## src/rtl/aha_clock_switch_defs.vh

```
// Shared encodings and widths for the clock-switch controller and its bench-facing ports.
`ifndef AHA_CLOCK_SWITCH_DEFS_VH
`define AHA_CLOCK_SWITCH_DEFS_VH

`define AHA_CS_ST_W        2
`define AHA_CS_ST_IDLE     2'd0
`define AHA_CS_ST_DESELECT 2'd1
`define AHA_CS_ST_SELECT   2'd2
`define AHA_CS_ST_DONE     2'd3

`define AHA_CS_SEL_W       3
`define AHA_CS_CNT_W       8

`endif

```

## src/rtl/aha_sync_bit.sv

```systemverilog
// Two-flop synchronizer for one asynchronous level into the clk domain.
// Latency 2 clk edges; no handshake, input is a level and may change at any time.
module aha_sync_bit (
    input  logic clk,
    input  logic rst_n,
    input  logic d,
    output logic q
);

    logic meta;

    always_ff @(posedge clk or negedge rst_n) begin
        if (!rst_n) begin
            meta <= 1'b0;
            q    <= 1'b0;
        end else begin
            meta <= d;
            q    <= meta;
        end
    end

endmodule

```

## src/rtl/aha_clock_switch_ctrl.sv

```systemverilog
// Break-before-make sequencer across NUM_CLK glitch-free clock-switch slices.
// Ack >= 7 CLK after capture for healthy slices (1 CLK for no-op/bad index); REQ/ACK level handshake with the platform.
`include "aha_clock_switch_defs.vh"

module aha_clock_switch_ctrl #(
    parameter int NUM_CLK        = 4,
    parameter int RESET_SEL      = 0,
    parameter int TIMEOUT_CYCLES = 255
) (
    input  logic                     CLK,
    input  logic                     RESETn,
    input  logic                     SWITCH_REQ,
    input  logic [`AHA_CS_SEL_W-1:0] SWITCH_SEL,
    input  logic [NUM_CLK-1:0]       SELECT_ACK,
    output logic [NUM_CLK-1:0]       SELECT_REQ,
    output logic                     SWITCH_ACK,
    output logic                     SWITCH_ERR,
    output logic [`AHA_CS_SEL_W-1:0] CURRENT_SEL,
    output logic                     BUSY
);

    localparam logic [NUM_CLK-1:0]       RESET_VEC    = {{(NUM_CLK-1){1'b0}}, 1'b1} << RESET_SEL;
    localparam logic [`AHA_CS_SEL_W-1:0] RESET_IDX    = `AHA_CS_SEL_W'(RESET_SEL);
    localparam logic [`AHA_CS_CNT_W-1:0] TIMEOUT_LAST = `AHA_CS_CNT_W'(TIMEOUT_CYCLES - 1);

    logic [`AHA_CS_ST_W-1:0]  state_q, state_d;
    logic [`AHA_CS_SEL_W-1:0] tgt_q, tgt_d;
    logic [`AHA_CS_SEL_W-1:0] cur_q, cur_d;
    logic [NUM_CLK-1:0]       req_q, req_d;
    logic                     ack_q, ack_d;
    logic                     err_q, err_d;
    logic [`AHA_CS_CNT_W-1:0] cnt_q, cnt_d;
    logic [NUM_CLK-1:0]       ack_s;

    logic sel_valid;
    logic cur_ack;
    logic tgt_ack;
    logic timed_out;

    function automatic logic [NUM_CLK-1:0] decode(input logic [`AHA_CS_SEL_W-1:0] idx);
        logic [NUM_CLK-1:0] v;
        v = '0;
        for (int i = 0; i < NUM_CLK; i++) begin
            if (idx == `AHA_CS_SEL_W'(i)) v[i] = 1'b1;
        end
        return v;
    endfunction

    for (genvar i = 0; i < NUM_CLK; i++) begin : g_sync
        aha_sync_bit u_sync (
            .clk   (CLK),
            .rst_n (RESETn),
            .d     (SELECT_ACK[i]),
            .q     (ack_s[i])
        );
    end

    assign sel_valid = int'(SWITCH_SEL) < NUM_CLK;
    assign cur_ack   = |(ack_s & decode(cur_q));
    assign tgt_ack   = |(ack_s & decode(tgt_q));
    assign timed_out = (cnt_q == TIMEOUT_LAST);

    always_ff @(posedge CLK or negedge RESETn) begin
        if (!RESETn) begin
            state_q <= `AHA_CS_ST_IDLE;
            tgt_q   <= RESET_IDX;
            cur_q   <= RESET_IDX;
            req_q   <= RESET_VEC;
            ack_q   <= 1'b0;
            err_q   <= 1'b0;
            cnt_q   <= '0;
        end else begin
            state_q <= state_d;
            tgt_q   <= tgt_d;
            cur_q   <= cur_d;
            req_q   <= req_d;
            ack_q   <= ack_d;
            err_q   <= err_d;
            cnt_q   <= cnt_d;
        end
    end

    always_comb begin
        state_d = state_q;
        case (state_q)
            `AHA_CS_ST_IDLE: begin
                if (SWITCH_REQ) begin
                    if (!sel_valid || SWITCH_SEL == cur_q) state_d = `AHA_CS_ST_DONE;
                    else                                    state_d = `AHA_CS_ST_DESELECT;
                end
            end
            `AHA_CS_ST_DESELECT: begin
                if (!cur_ack)       state_d = `AHA_CS_ST_SELECT;
                else if (timed_out) state_d = `AHA_CS_ST_DONE;
            end
            `AHA_CS_ST_SELECT: begin
                if (tgt_ack || timed_out) state_d = `AHA_CS_ST_DONE;
            end
            `AHA_CS_ST_DONE: begin
                if (!SWITCH_REQ) state_d = `AHA_CS_ST_IDLE;
            end
            default: state_d = `AHA_CS_ST_IDLE;
        endcase
    end

    // Next values for the registered outputs; the old slice's request only
    // comes back if its ack never fell, so no two requests overlap.
    always_comb begin
        tgt_d = tgt_q;
        cur_d = cur_q;
        req_d = req_q;
        err_d = err_q;
        cnt_d = cnt_q;
        ack_d = (state_q == `AHA_CS_ST_DONE) && SWITCH_REQ;
        case (state_q)
            `AHA_CS_ST_IDLE: begin
                if (SWITCH_REQ) begin
                    tgt_d = SWITCH_SEL;
                    err_d = !sel_valid;
                    if (sel_valid && SWITCH_SEL != cur_q) begin
                        req_d = req_q & ~decode(cur_q);
                        cnt_d = '0;
                    end
                end
            end
            `AHA_CS_ST_DESELECT: begin
                if (!cur_ack) begin
                    req_d = decode(tgt_q);
                    cnt_d = '0;
                end else if (timed_out) begin
                    req_d = req_q | decode(cur_q);
                    err_d = 1'b1;
                end else begin
                    cnt_d = cnt_q + 1'b1;
                end
            end
            `AHA_CS_ST_SELECT: begin
                if (tgt_ack) begin
                    cur_d = tgt_q;
                    err_d = 1'b0;
                end else if (timed_out) begin
                    cur_d = tgt_q;
                    err_d = 1'b1;
                end else begin
                    cnt_d = cnt_q + 1'b1;
                end
            end
            default: ;
        endcase
    end

    assign SELECT_REQ  = req_q;
    assign SWITCH_ACK  = ack_q;
    assign SWITCH_ERR  = err_q;
    assign CURRENT_SEL = cur_q;
    assign BUSY        = (state_q != `AHA_CS_ST_IDLE);

endmodule

```

## config.mk

```make
export PLATFORM = sky130hd
export DESIGN_NAME = aha_clock_switch_ctrl
export DESIGN_NICKNAME = d
export VERILOG_FILES = /design/src/rtl/aha_sync_bit.sv /design/src/rtl/aha_clock_switch_ctrl.sv
export VERILOG_INCLUDE_DIRS = /design/src /design/src/rtl
export SDC_FILE = /design/constraint.sdc
export NUM_CORES = 1
export LEC_CHECK = 0
export BUFFER_PORTS_ARGS = -buffer_cell sky130_fd_sc_hd__buf_2
export CORE_MARGIN = 4
export CORE_UTILIZATION = 25
export DETAILED_ROUTE_END_ITERATION = 12
export GPL_ROUTABILITY_DRIVEN = 0
export GPL_TIMING_DRIVEN = 0
export PLACE_DENSITY = 0.44
export SLEW_MARGIN = 25
export SYNTH_ARGS = -nofsm -noshare
export SYNTH_HDL_FRONTEND = slang
export SYNTH_HIERARCHICAL = 1
export SYNTH_SLANG_ARGS = --single-unit
```

## constraint.sdc

```tcl
create_clock -name CLK -period 2 [get_ports CLK]
set_input_delay 0.2 -clock CLK [delete_from_list [all_inputs] [get_ports CLK]]
set_output_delay 0.2 -clock CLK [all_outputs]
set_load 0.01 [all_outputs]
```

# --- Word level (Yosys, flattened, before mapping) ---
# Index checks and enable logic that the tools add are counted.
totals:
  latch_bits: 0
  mem_bits_ro: 0
  in_bits: 10
  out_inout_bits: 10
  ramBits: 0
  register_bits: 30
  word_cells: 118
  memories: 0
classes:
  bitwise_logic: 5
  mul: 0
  magnitude_cmp: 1
  reduce_logical: 20
  mux: 57
  n_shift: 0
  n_addsub: 1
  div: 0
  eq_ne: 19
op_table:
  columns: ["op", "n"]
  rows:
  - ["two-way mux 8 bit", 5]
  - ["two-way mux 1 bit", 36]
  - ["case mux 8 bit (3 select lines)", 1]
  - ["two-way mux 4 bit", 4]
  - ["AND 4 bit", 3]
  - ["equality test 3 x 2 -> 1 bit (second input constant)", 4]
  - ["two-way mux 2 bit", 6]
  - ["!= test 2 bit (second input constant)", 6]
  - ["AND reduction 4 bit", 3]
  - ["adder 8 x 1 -> 8 bit (second input constant)", 1]
  - ["equality test 8 bit (second input constant)", 1]
  - ["case mux 2 bit (4 select lines)", 1]
  - ["case mux 4 bit (2 select lines)", 1]
  - ["OR reduction 4 bit", 2]
  - ["equality test 3 x 1 -> 1 bit (second input constant)", 2]
  - ["logical NOT 3 bit", 2]
  - ["two-way mux 3 bit", 2]
  - ["nonzero test 2 bit", 3]
  - ["equality test 2 bit (second input constant)", 2]
  - ["NOT 4 bit", 1]
  - ["OR 4 bit", 1]
  - ["AND reduction 2 bit", 2]
  - ["equality test 3 bit", 1]
  - ["less-than comparator 3 bit (second input constant)", 1]
  - ["10 further kinds", 12]

# --- Longest topological paths before layout ---
# Gate-level depths: netlist of the first run.
logic_depth:
  depth_word: 10
  depth_mapped: 7
  ltp_nobuf: 7

# --- Cells and area by module ---
# The synthesis of the first run kept the hierarchy.
by_module_without_submodules:
  columns: ["mod", "area_per_inst_um2", "n_inst", "cells_each", "seq_area_each_um2"]
  rows:
  - ["aha_clock_switch_ctrl", 1526.5, 1, 153, 551.8]
  - ["aha_sync_bit", 50.0, 4, 2, 50.0]

# --- Worst setup path after synthesis of the first run ---
# No wires, ideal clock.
synth_path:
  path_type: "register to register"
  from: "register state_q[0]"
  to: "register cnt_q[1]"
  setup_time_ns: 0.125
  path_buffers: 0
  t_required_ns: 1.875
  t_arrival_ns: 1.672
  setup_slack_ns: 0.203
  synth_period_minus_slack_ns: 1.797
  stages_incl_launch_ff: 8
  path_cell_list: "dfrtp_1 > inv_1 > ha_1 > nand2_1 > nor3_1 > a211oi_4 > nor2_1 > mux2_2"
synth_via:
  elab_chain_len: 3
  elab_cells_between_ends: 9
  classes_between: "eq/ne: 5; mux: 1; reduce/logical: 3"
synth_lines:
  columns: ["item", "line", "rtl"]
  rows:
  - ["from (decl)", "aha_clock_switch_ctrl.sv:26", "logic [`AHA_CS_ST_W-1:0] state_q, state_d;"]
  - ["from (signal assigned)", "aha_clock_switch_ctrl.sv:65", "state_q <= `AHA_CS_ST_IDLE;"]
  - ["from (signal assigned)", "aha_clock_switch_ctrl.sv:73", "state_q <= state_d;"]
  - ["equality test 2 bit, or another cell as far along", "aha_clock_switch_ctrl.sv:115", "case (state_q)"]
  - ["!= test 2 bit (no source line) or nonzero test 3 bit (tied branches)", null, null]
  - ["AND reduction 4 bit (no source line)", null, null]
  - ["to (signal assigned)", "aha_clock_switch_ctrl.sv:79", "cnt_q <= cnt_d;"]
  - ["to (decl)", "aha_clock_switch_ctrl.sv:32", "logic [`AHA_CS_CNT_W-1:0] cnt_q, cnt_d;"]
# Parallel ways exist; a longest one is shown, timed or not.
# A chain may end at the register's enable or synchronous reset.

# --- Worst setup path in the final report of the first run ---
layout_path:
  from: "register state_q[0]"
  to: "register cnt_q[5]"
# The elaborated chain is that of the path after synthesis.

==> flow_summary.yaml, run 1 <==
yosys:
  synth_edf_count: 0
  ys_warn_count: 6
  synth_cell_types: 47
  syn_inst: 161
  synth_area_leaders: "dfrtp_1, ha_1, mux2_2"
  ys_ff_latch: 30
  syn_area_sq_mm: 0.00173
  synth.top_cell.area_share: 0.420
  ys_seq_area_frac: 0.436
  yosysTopAreaCell: "dfrtp_1"
  syn_avg_cell_area_sq_um: 10.7
  synth-async-reset-ratio: 1.00
  syn_nets: 178
  ys.flop_type: "dfrtp_1"
global_routing:
  grt_use_total: 0.103
  grt_overflow: 0
  grt_pass1_wl_mm: 6.91
  grt_max_degree: 31
  antenna_found_initial: 0
  grt_pass1_vias: 1372
timing:
  min_period_over_period: 0.950
  final-setup-viol-count: 0
  slew_headroom: 0.542
  hold_violations: 0
  fin_hold_ws_ns: 0.0195
  clock.fmax_ghz: 0.526
  fin_crit_ns: 1.90
  worst_slew_pin_slew_ns: 0.688
  clock_skew_ns: 0.00503
  slew_viol_final: 0
cts:
  h-tree-depth: 2
  clkSinkCount: 30
  path_clk_slew_ns: 0.07
  cts_tree: "done"
  cts_buffers: 5
  insertion_delay_ns: 0.28
  cts.path.max_buffers: 2
  cts_root_buf: "clkbuf_8"
cells_and_area:
  drive_above_1_share: 0.319
  design_area_sq_mm: 0.00210
  fillers: 726
  nets: 207
  final-seq-area_sq_um: 753
  antenna_cells: 0
  area_delta_synth_final_pct: 21.6
  multi_input_area_sq_um: 961
  final_common_cell: "dfrtp_1"
  final_cell_mix: "dfrtp_1, buf_2, a21oi_1, nand2_1, nor2_1"
routing:
  dr.pass1.iters: 4
  via_count: 1342
  wirelength_mm: 4.03
  avgRoutedWirePerCell_um: 14.9
  drtIter0Drc: 61
  remaining_drc_errors: 0
  vias_per_cell: 4.95
  ant_nets: 0
worst_setup_path:
  crit_slowest_cell: "dfrtp_2"
  crit_fanout: 7
  crit_arrival_ns: 2.12
  required_ns: 2.21
  crit_type: "reg2reg"
  critPathLaunchType: "register"
  worstPathCellList: "inv_1 > ha_4 > nand2_1 > nor3_4 > a211oi_2 > a31o_2 > a21oi_2"
  end_kind: "register"
  max_stage_delay_ns: 0.43
power:
  p_leak_uw: 0.000900
  peakVddDrop_uv: 364
  p_per_area_mw_per_mm2: 1680
run:
  cap_violations: 0
place:
  dpl.hpwl_mm: 2.86
  post_dp_cell_area_sq_mm: 0.00192
  portBuffers: 19
die:
  initial_utilization: 0.256
  placementRows: 30
  num_io_pins: 20
  die_w_um: 91.1
  coreArea_sq_mm: 0.00676
  die_h_um: 91.1
  die_area_sq_mm: 0.00830
status:
  status: "completed"
hold_path:
  worstHoldPathType: "in2reg"
synth_stat cells (4+ instances only):
cell	count
ha_1	7
mux2_2	6
nand2_1	12
nor2_1	9
inv_1	7
a21oi_1	12
nor3_1	4
a31oi_1	7
dfrtp_1	29
o21ai_0	10
nand2b_1	4
registers in the layout, summed over array words and instances (netlist names):
signal and cells:
g_sync.u_sync/q 4, CURRENT_SEL 3, g_sync.u_sync/meta 4, cnt_q 8, state_q 2, SWITCH_ERR 1
SELECT_REQ 4, SWITCH_ACK 1, tgt_q 3
per-layer routing:
metal  GRT usage  vias to the layer above  part of all wire
met2       0.165                       15              0.48
met1       0.137                      659              0.48
met4      0.0327                        0             0.013
met5           0                        -                 0
met3      0.0265                        6             0.028
li1            -                      662                 -
through the flow:
step | power [uW] | setup TNS, ns | cells | setup WS [ns] | util
floorplan | 2350 | 0 | 161 | 0.203 | -
global placement | 2800 | -0.0908 | 260 | -0.0487 | 0.284
detailed placement | 2800 | -0.129 | 260 | -0.0649 | 0.284
CTS | 3520 | 0 | 270 | 0.0529 | 0.308
global route | 3830 | -0.00494 | 271 | -0.00494 | 0.311
finish | 3530 | 0 | 271 | 0.0993 | 0.311
timing repair:
item,4_1_cts,5_1_grt
gates resized for setup,6,4
setup endpoints to repair,2,12
cloned,1,0
setup buffers,0,1
hold endpoints to repair,29,0
pin swaps,1,1
hold buffers,1,0
worst max-delay path: cells and delay by family, from the launching register on:
family	cells	cell delay, ns
compound gates	3	0.50
simple gates	2	0.45
flops	1	0.43
fa+ha+maj	1	0.33
buf+inv	1	0.11
where the power goes:
part | internal, uW | switching [uW]
combinational | 886 | 1100
clock | 366 | 247
sequential | 784 | 153
total | 2040 | 1500
cell families after synthesis:
logic type / after synthesis / share of synthesized area
multiplexers: 11 / 0.0746
flip-flops: 30 / 0.436
AO/OA/AOI/OAI: 57 / 0.258
XOR/XNOR: 2 / 0.0101
buffers and inverters: 11 / 0.0370
AND/OR/NAND/NOR: 43 / 0.134
adder cells (fa/ha/maj): 7 / 0.0507
path summary, 6_finish.rpt:
kind | from | endpoint | slack, ns | cells past startpoint
min in group asynchronous | RESETn | state_q[1] | 0.49 | 2
hold / removal | SELECT_ACK[2] | g_sync[2].u_sync/meta | 0.02 | 1
hold reg to reg | g_sync[1].u_sync/meta | g_sync[1].u_sync/q | 0.35 | 0
setup / recovery | state_q[0] | cnt_q[5] | 0.1 | 7
max in group asynchronous | RESETn | state_q[0] | 1.03 | 2
setup reg to reg | state_q[0] | cnt_q[5] | 0.1 | 7
cell type report:
type | count | area share
Tap cell | 80 | 0.0477
Buffer | 4 | 0.0179
Clock inverter | 3 | 0.0191
Clock buffer | 5 | 0.0328
Timing Repair Buffer | 21 | 0.0536
Sequential cell | 30 | 0.359
Inverter | 7 | 0.0125
Multi-Input combinational cell | 121 | 0.458
No activity file was read; power rests on OpenSTA's default activity.
==> run 2, diff against run 1 <==
--- a/config.mk
+++ b/config.mk
@@ -8,11 +8,11 @@
 export LEC_CHECK = 0
 export BUFFER_PORTS_ARGS = -buffer_cell sky130_fd_sc_hd__buf_2
 export CORE_MARGIN = 4
-export CORE_UTILIZATION = 25
+export CORE_UTILIZATION = 55
 export DETAILED_ROUTE_END_ITERATION = 12
 export GPL_ROUTABILITY_DRIVEN = 0
 export GPL_TIMING_DRIVEN = 0
-export PLACE_DENSITY = 0.44
+export PLACE_DENSITY = 0.79
 export SLEW_MARGIN = 25
 export SYNTH_ARGS = -nofsm -noshare
 export SYNTH_HDL_FRONTEND = slang
==> run 2 against run 1 <==
  * Final area down 3.1%
  * Highest routed layer unchanged
  * Register-to-register slack about the same
  * First-iteration DRC count up 80%
==> flow_summary.yaml, run 2 (synthesis gave the netlist of run 1 again) <==
routing:
  drtIter0Drc: 110
  vias_per_cell: 5.95
  via_count: 1423
  ant_nets: 0
  remaining_drc_errors: 0
  wirelength_mm: 3.73
  dr.pass1.iters: 4
  avgRoutedWirePerCell_um: 15.6
power:
  p_leak_uw: 0.000892
  p_per_area_mw_per_mm2: 1610
  peakVddDrop_uv: 1080
die:
  num_io_pins: 20
  die_area_sq_mm: 0.00410
  placementRows: 20
  coreArea_sq_mm: 0.00303
  die_h_um: 64.0
  initial_utilization: 0.570
  die_w_um: 64.0
worst_setup_path:
  rr_endpoint: "cnt_q[6]"
  crit_fanout: 7
  worstReg2RegStart: "state_q[1]"
  crit_arrival_ns: 2.17
  required_ns: 2.26
  crit_start: "state_q[1]"
  reg2reg_slack_ns: 0.09
  end_kind: "register"
  crit_type: "reg2reg"
  ff2ff_path_depth: 7
  critPathLaunchType: "register"
cells_and_area:
  largest_register: "cnt_q"
  layoutNonFillerInstCount: 239
  nets: 211
  final-seq-area_sq_um: 753
  multi_input_area_sq_um: 951
  antenna_cells: 0
  design_area_sq_mm: 0.00203
  final_cell_mix: "dfrtp_1, buf_2, a21oi_1"
  drive_above_1_share: 0.303
  largest_reg_flops: 8
  area_delta_synth_final_pct: 17.8
  final_common_cell: "dfrtp_1"
  fillers: 238
cts:
  cts_buffers: 5
  cts_root_buf: "clkbuf_4"
  path_clk_slew_ns: 0.09
  cts_tree: "done"
  insertion_delay_ns: 0.34
  cts.path.max_buffers: 2
  h-tree-depth: 2
  clkSinkCount: 30
run:
  cap_violations: 0
global_routing:
  top_usage_layer: "met2"
  grt_max_degree: 31
  gr-usage-met2: 0.342
  antenna_found_initial: 0
  grt_use_total: 0.202
  grt_overflow: 0
  grt_pass1_wl_mm: 6.35
  met3_usage: 0.0562
  grt_pass1_vias: 1412
  use_met1: 0.237
place:
  portBuffers: 19
  dp_slack_ns: -0.0387
  dpl.hpwl_mm: 2.62
  post_dp_cell_area_sq_mm: 0.00188
  dpl.cell_count: 224
timing:
  worst_slack_ns: 0.0877
  worst_slew_pin_slew_ns: 0.633
  clock.fmax_ghz: 0.523
  min_period_over_period: 0.956
  fin_crit_ns: 1.91
  slew_viol_final: 0
  hold_violations: 0
  final-setup-viol-count: 0
  slew_headroom: 0.578
  rsz0062_at_grt: "false"
  clock_skew_ns: 0.00996
hold_path:
  hold-path-cell-count: 2
  whs_endpoint: "tgt_q[0]"
  min_from: "SWITCH_SEL[0]"
  worstHoldPathType: "in2reg"
status:
  status: "completed"
==> run 2: cell types whose count changed in the layout (fill, tap and decap cells not counted), sizes merged <==
| cell | previous run | this run |
|---|---|---|
| dlygate4sd3 | 1 | 5 |
| clkbuf | 6 | 9 |
| clkinv | 2 | 0 |
| bufinv | 1 | 0 |
==> run 2: layer usage <==
layer	routed length, um	vias to the layer above	share of wire
met5	0	-	0
met4	62	0	0.017
met3	249	11	0.067
met2	1880	62	0.50
met1	1530	676	0.41
li1	-	674	-
==> run 2: power by group <==
group	internal, uW	total, uW	switching [uW]	leakage [uW]
sequential	783	943	160	0.000371
combinational	862	1960	1100	0.000488
clock	173	370	197	0.0000326
total	1820	3270	1450	0.000892
==> run 2: worst max-delay path by stage <==
stage	slack, ns	depth (start not counted)	to
2_1_floorplan	0.20	7	cnt_q[1]
3_3_place_gp	0.05	7	cnt_q[1]
3_5_place_dp	-0.04	7	cnt_q[0]
4_1_cts	0.01	7	cnt_q[6]
5_1_grt	0.001	5	SWITCH_ERR
6_report	0.09	7	cnt_q[6]
==> run 2: per-stage QoR <==
| stage | hold slack [ns] | setup TNS, ns | util | total power (uW) |
|---|---|---|---|---|
| after detailed placement | 0.259 | -0.0614 | 0.620 | 2770 |
| after CTS | 0.126 | 0 | 0.668 | 3240 |
| final | 0.126 | 0 | 0.672 | 3270 |
| after floorplan | -0.0956 | 0 | - | 2350 |
| after global placement | 0.247 | 0 | 0.620 | 2700 |
| after global routing | 0.122 | 0 | 0.672 | 3510 |
==> run 2: final cells by class <==
class | count | area share
clock buffers | 8 | 0.0289
flip-flops and latches | 30 | 0.370
multi-input cells | 121 | 0.467
inverters | 7 | 0.0129
repair buffers | 25 | 0.0750
plain buffers | 4 | 0.0185
well taps | 44 | 0.0271
==> run 2: what timing repair did <==
| action | CTS | global route |
|---|---|---|
| resized for setup | 5 | 3 |
| buffers inserted | 0 | 1 |
| pin swaps | 1 | 2 |
| setup endpoints to repair | 2 | 10 |
| hold buffers | 5 | 0 |
| gates cloned | 1 | 0 |
| hold endpoints to repair | 33 | 0 |
==> run 2: critical path: stages (launching register included) <==
cell,delay [ns]
dfrtp_1,0.43
inv_1,0.10
ha_2,0.45
nand2_2,0.12
nor3_4,0.23
a211oi_2,0.12
a41o_1,0.23
a21oi_1,0.16
